==> src/rtl/gpio_in_capture_if.sv <==
// Read-side bus between the EX stage and the GPIO input capture block.
// Signals: gpio_rd_en (strobe), gpio_rd_data/gpio_rd_valid (snapshot), gpio_changed, gpio_irq.
interface gpio_in_capture_if #(
    parameter int WIDTH = 32
);
    logic             gpio_rd_en;
    logic [WIDTH-1:0] gpio_rd_data;
    logic             gpio_rd_valid;
    logic             gpio_changed;
    logic             gpio_irq;

    modport master (
        output gpio_rd_en,
        input  gpio_rd_data,
        input  gpio_rd_valid,
        input  gpio_changed,
        input  gpio_irq
    );

    modport slave (
        input  gpio_rd_en,
        output gpio_rd_data,
        output gpio_rd_valid,
        output gpio_changed,
        output gpio_irq
    );
endinterface

==> src/rtl/gpio_in_capture.sv <==
// GPIO input capture: 2-FF sync, whole-word debounce, read snapshot, sticky change flag.
// Ports: clk, rst (async high), GPIO_IN raw pins, gpio_stable live value, bus = read interface.
// Macro GPIO_IN_IRQ_EN adds gpio_irq_mask and a masked change interrupt; otherwise gpio_irq is 0.
module gpio_in_capture #(
    parameter int WIDTH           = 32,
    parameter int DEBOUNCE_CYCLES = 16,
    localparam int CNT_W          = $clog2(DEBOUNCE_CYCLES + 1)
) (
    input  logic             clk,
    input  logic             rst,
    input  logic [WIDTH-1:0] GPIO_IN,
`ifdef GPIO_IN_IRQ_EN
    input  logic [WIDTH-1:0] gpio_irq_mask,
`endif
    output logic [WIDTH-1:0] gpio_stable,
    gpio_in_capture_if.slave bus
);

    localparam logic [CNT_W-1:0] CNT_MAX  = CNT_W'(DEBOUNCE_CYCLES);
    localparam logic [CNT_W-1:0] CNT_LAST = CNT_W'(DEBOUNCE_CYCLES - 1);

    logic [WIDTH-1:0] sync1;
    logic [WIDTH-1:0] sync2;
    logic [WIDTH-1:0] cand;
    logic [WIDTH-1:0] stable;
    logic [CNT_W-1:0] cnt;
    logic [WIDTH-1:0] rd_data;
    logic             rd_valid;
    logic             changed;

    logic             match;
    logic             accept;
    logic [WIDTH-1:0] delta;
    logic             accept_chg;

    assign match      = (sync2 == cand);
    // Last cycle of the window: cnt reaches DEBOUNCE_CYCLES on this edge.
    assign accept     = match && (cnt == CNT_LAST);
    assign delta      = cand ^ stable;
    assign accept_chg = accept && (|delta);

    always_ff @(posedge clk or posedge rst) begin
        if (rst) begin
            sync1    <= '0;
            sync2    <= '0;
            cand     <= '0;
            stable   <= '0;
            cnt      <= '0;
            rd_data  <= '0;
            rd_valid <= 1'b0;
            changed  <= 1'b0;
        end else begin
            sync1 <= GPIO_IN;
            sync2 <= sync1;

            // Any bit moving restarts the window for the whole word.
            if (!match) begin
                cand <= sync2;
                cnt  <= '0;
            end else if (cnt < CNT_MAX) begin
                cnt <= cnt + 1'b1;
            end

            if (accept_chg) begin
                stable <= cand;
            end

            rd_valid <= bus.gpio_rd_en;
            if (bus.gpio_rd_en) begin
                rd_data <= stable;
            end

            // Set beats clear so a change racing a read is not lost.
            if (accept_chg) begin
                changed <= 1'b1;
            end else if (bus.gpio_rd_en) begin
                changed <= 1'b0;
            end
        end
    end

`ifdef GPIO_IN_IRQ_EN
    logic irq;
    logic irq_set;

    assign irq_set = accept && (|(delta & gpio_irq_mask));

    always_ff @(posedge clk or posedge rst) begin
        if (rst) begin
            irq <= 1'b0;
        end else if (irq_set) begin
            irq <= 1'b1;
        end else if (bus.gpio_rd_en) begin
            irq <= 1'b0;
        end
    end

    assign bus.gpio_irq = irq;
`else
    assign bus.gpio_irq = 1'b0;
`endif

    assign gpio_stable       = stable;
    assign bus.gpio_rd_data  = rd_data;
    assign bus.gpio_rd_valid = rd_valid;
    assign bus.gpio_changed  = changed;

endmodule

==> src/flat_wrapper.sv <==
// flat-port wrapper written by rule: the top's interface ports become plain ports
module gpio_in_capture_flat 
#(
    parameter int WIDTH           = 32,
    parameter int DEBOUNCE_CYCLES = 16,
    localparam int CNT_W          = $clog2(DEBOUNCE_CYCLES + 1)
)
  (clk, rst, GPIO_IN, gpio_stable, bus_gpio_rd_en, bus_gpio_rd_data, bus_gpio_rd_valid, bus_gpio_changed, bus_gpio_irq);
  gpio_in_capture_if #(.WIDTH(WIDTH)) bus_i ();
  input  logic clk;
  input  logic rst;
  input  logic [WIDTH-1:0] GPIO_IN;
  output logic [WIDTH-1:0] gpio_stable;
  input wire logic [$bits(bus_i.gpio_rd_en)-1:0] bus_gpio_rd_en;
  output wire logic [$bits(bus_i.gpio_rd_data)-1:0] bus_gpio_rd_data;
  output wire logic [$bits(bus_i.gpio_rd_valid)-1:0] bus_gpio_rd_valid;
  output wire logic [$bits(bus_i.gpio_changed)-1:0] bus_gpio_changed;
  output wire logic [$bits(bus_i.gpio_irq)-1:0] bus_gpio_irq;
  assign bus_i.gpio_rd_en = bus_gpio_rd_en;
  assign bus_gpio_rd_data = bus_i.gpio_rd_data;
  assign bus_gpio_rd_valid = bus_i.gpio_rd_valid;
  assign bus_gpio_changed = bus_i.gpio_changed;
  assign bus_gpio_irq = bus_i.gpio_irq;
  gpio_in_capture #(.WIDTH(WIDTH), .DEBOUNCE_CYCLES(DEBOUNCE_CYCLES)) u_core (.clk(clk), .rst(rst), .GPIO_IN(GPIO_IN), .gpio_stable(gpio_stable), .bus(bus_i));
endmodule
==> config.mk <==
export PLATFORM = sky130hd
export DESIGN_NAME = gpio_in_capture_flat
export DESIGN_NICKNAME = d
export VERILOG_FILES = /design/src/rtl/gpio_in_capture_if.sv /design/src/rtl/gpio_in_capture.sv /design/src/flat_wrapper.sv
export SDC_FILE = /design/constraint.sdc
export NUM_CORES = 1
export LEC_CHECK = 0
export ABC_CLOCK_PERIOD_IN_PS = 13200
export CAP_MARGIN = 20
export CORE_ASPECT_RATIO = 2
export CORE_MARGIN = 5
export CORE_UTILIZATION = 56
export DETAILED_ROUTE_END_ITERATION = 16
export GPL_TIMING_DRIVEN = 0
export PLACE_DENSITY_LB_ADDON = 0.1
export REMOVE_ABC_BUFFERS = 1
export SLEW_MARGIN = 5
export SYNTH_ARGS = -nofsm -noshare
export SYNTH_HDL_FRONTEND = slang
export SYNTH_SLANG_ARGS = --single-unit
==> constraint.sdc <==
create_clock -name clk -period 13.2 [get_ports clk]
set_input_delay 1.32 -clock clk [delete_from_list [all_inputs] [get_ports clk]]
set_output_delay 1.32 -clock clk [all_outputs]
set_load 0.02 [all_outputs]
==> metrics <==
total power=approximately 0.0010 W; Top FF cell, synth=dfrtp_1; number of synthesized register bits=approximately 170; first-pass GRT wire length=around 17 mm; # DRC=0; Hold Fails Final Rpt=0; maximum clock path buffer count=2; maximum fanout along the worst path=18; Port Buffer Count=100; WL per Instance=~17 um; post-route insts no fill=around 610; Final min period=2918 ps; Tcrit/Tclk final=22.11%; CP startpoint kind=flip-flop; worst r2r path cells=6; first-pass iteration count of the detailed router=4; Max Clock Freq=0.3427 GHz; vias in the first global route=about 3400; compound-cell area share of the yosys netlist=less than 1%; RR Startpoint=u_core.cand[6]; power density over the cells=between 100 and 150 nW/um^2; Post-Synth XOR/XNOR Area=under 10%; Synth Area in Simple Gates=under 10%; cts bufs inserted=17; CP endpoint kind=flip-flop; Worst Hold Depth=0; Placed Area=about 7100 um^2; Netlist Area Pre-Place=between 6000 and 7000 um^2; Max-Cap Viols=0; IO Pins=a little over 100; FILL cells=between 700 and 800; Antenna Cells=0; Place WS=~10000 ps; Req. time, crit path=between 10000 and 15000 ps; max-slew violation count=0; share of cells above drive strength 1=22.13%; clock sinks=about 170; vias per cell=between 4 and 5; CP Launch Point=u_core.cand[6]; sequential area share after synthesis=68.84%; post-CTS sizing=0; largest net degree at the start of global routing=approximately 140; Overflow after GRT=0; post-synthesis mux area share=between 10 and 15%; Design Area, Final=7655 um^2; Avg Cell Area, Syn=approximately 16 um^2; EDFF count, synth=0; Post-DP HPWL=about 7.3 mm; CTS root buf=clkbuf_16; Mapped Cells=approximately 380; post-CTS setup buffers=0; cts-stage hold buffer count=0; Area Overhead vs Synth=26.09%; post-synth top area cell=dfrtp_1; Starting Density=approximately 58%; post-synthesis adder-cell area fraction=less than 1%; RD Place Congestion=about 0.82; arrival time worst endpoint=between 3000 and 4000 ps; largest family of logic cells by synthesized area=multiplexers; nets@finish=around 500; CTS clk-pin slew, worst paths=roughly 60 ps; die area=13150 um^2; Pleak=between 3 and 4 nW; H-tree depth=4; distinct cell type count after synthesis=23; Post-synth ARST share=100.0%; yosys warns=0; TritonCTS clock tree=built; Routed Antenna Nets=0; RSZ-0062 raised after global routing=no; DP Cell Count=about 580; final worst slack=slightly above 10000 ps; Worst-Skew Late Latency=around 420 ps; detailed-route via count=approximately 3000; relative slew slack=about 45%; GRT Total Usage=17.37%; core area=approximately 11000 um^2; critical hold path startpoint=u_core.sync1[7]; Worst Setup Path Type=flip-flop to flip-flop; Max IR drop VDD=100.6 uV; outcome=completed; chip width=~84 um; DR iter-0 viols=about 120; FP Rows=53; Setup Viol. Count Final=0; post-synth top area share=between 60% and 70%; antenna violations before repair=0; chip height=between 150 and 200 um; Clock Skew=11.39 ps; total negative slack=0 ps; Worst Hold Class=flip-flop to flip-flop; ranking of synthesized cells by area=dfrtp_1, mux2_4, mux2_2; Worst-Margin Slew=roughly 820 ps; Post-Route WL=about 11 mm
==> final timing paths <==
check	slack, ps	end
worst min-delay path	350	u_core.sync2[7]
worst max register to register	10280	u_core.gpio_stable[28]
max in group asynchronous	10990	u_core.cand[19]
min in group asynchronous	1260	u_core.bus.gpio_rd_data[25]
worst min register to register	350	u_core.sync2[7]
worst max-delay path	10280	u_core.gpio_stable[28]
==> kinds of logic after synthesis <==
logic type      after synthesis
flops                       167
compound gates                3
other cells                   1
mux                          65
buf+inv                      44
xor+xnor                     67
simple gates                 28
fa+ha+maj                     2
==> worst max-delay path: stages, from the launching register on <==
cell,delay [ps]
dfrtp_1,420
xnor2_1,200
nand4_1,230
nor4_1,570
o2111a_2,750
buf_12,270
mux2_2,340
==> placed cells by master (no fill, tap or decap), drive strengths merged <==
| cell | count |
|---|---|
| conb | 1 |
| nor4 | 10 |
| nand2 | 1 |
| bufinv | 1 |
| inv | 6 |
| nor2 | 4 |
| xor2 | 34 |
| nand4 | 11 |
| mux2i | 1 |
| and3 | 1 |
| clkinvlp | 4 |
| nor2b | 1 |
| dfrtp | 167 |
| clkinv | 4 |
| xnor2 | 33 |
| buf | 3 |
| mux2 | 64 |
| o2111a | 1 |
| ha | 2 |
| a21oi | 1 |
| a21o | 1 |
| clkbuf | 20 |
| clkdlybuf4s50 | 99 |
==> stage by stage <==
stage	hold slack (ps)	util [%]
after floorplan	331.2	-
after global placement	332.5	66.67
after detailed placement	334.7	67.15
after CTS	348.7	72.60
after global routing	354.2	72.60
final	346.6	72.60
==> registers in the layout, indices dropped and copies added, names as in the netlist <==
| name | cells |
|---|---|
| u_core.gpio_stable | 32 |
| u_core.bus.gpio_rd_data | 32 |
| u_core.cand | 32 |
| u_core.sync2 | 32 |
| u_core.bus.gpio_changed | 1 |
| u_core.bus.gpio_rd_valid | 1 |
| u_core.cnt | 5 |
| u_core.sync1 | 32 |
==> area by class of cell <==
type | instances | area (um^2) | area share [%]
Clock buffer | 20 | 456.7 | 5.966
Clock inverter | 12 | 117.6 | 1.536
Inverter | 3 | 18.77 | 0.2452
Multi-Input combinational cell | 166 | 1668 | 21.79
Sequential cell | 167 | 4179 | 54.59
Tap cell | 137 | 171.4 | 2.239
Timing Repair Buffer | 102 | 1044 | 13.63
==> report_power, final <==
part	total (W)	leakage [nW]	switching, W	internal, W
Sequential	0.000538	2.11	0.0000109	0.000527
Combinational	0.0000402	1.11	0.0000199	0.0000203
Clock	0.000470	0.270	0.000198	0.000272
==> per-layer routing <==
metal / track usage [%] / wire, um / vias up
met1: 18.77 / 3835 / 1559
li1: - / - / 1392
met2: 32.32 / 6080 / 66
met5: 0 / 0 / -
met4: 6.212 / 161 / 0
met3: 4.767 / 429 / 12
==> cell usage after synthesis (2+ instances only) <==
cell type / n
dfrtp_1: 167
clkbuf_1: 36
mux2_2: 35
xor2_1: 34
xnor2_1: 33
mux2_4: 29
nand4_1: 11
nor4_1: 6
nor2_1: 4
nor4_2: 4
buf_12: 3
inv_1: 3
ha_1: 2
Note: power is estimated with default switching activity, not from simulation.
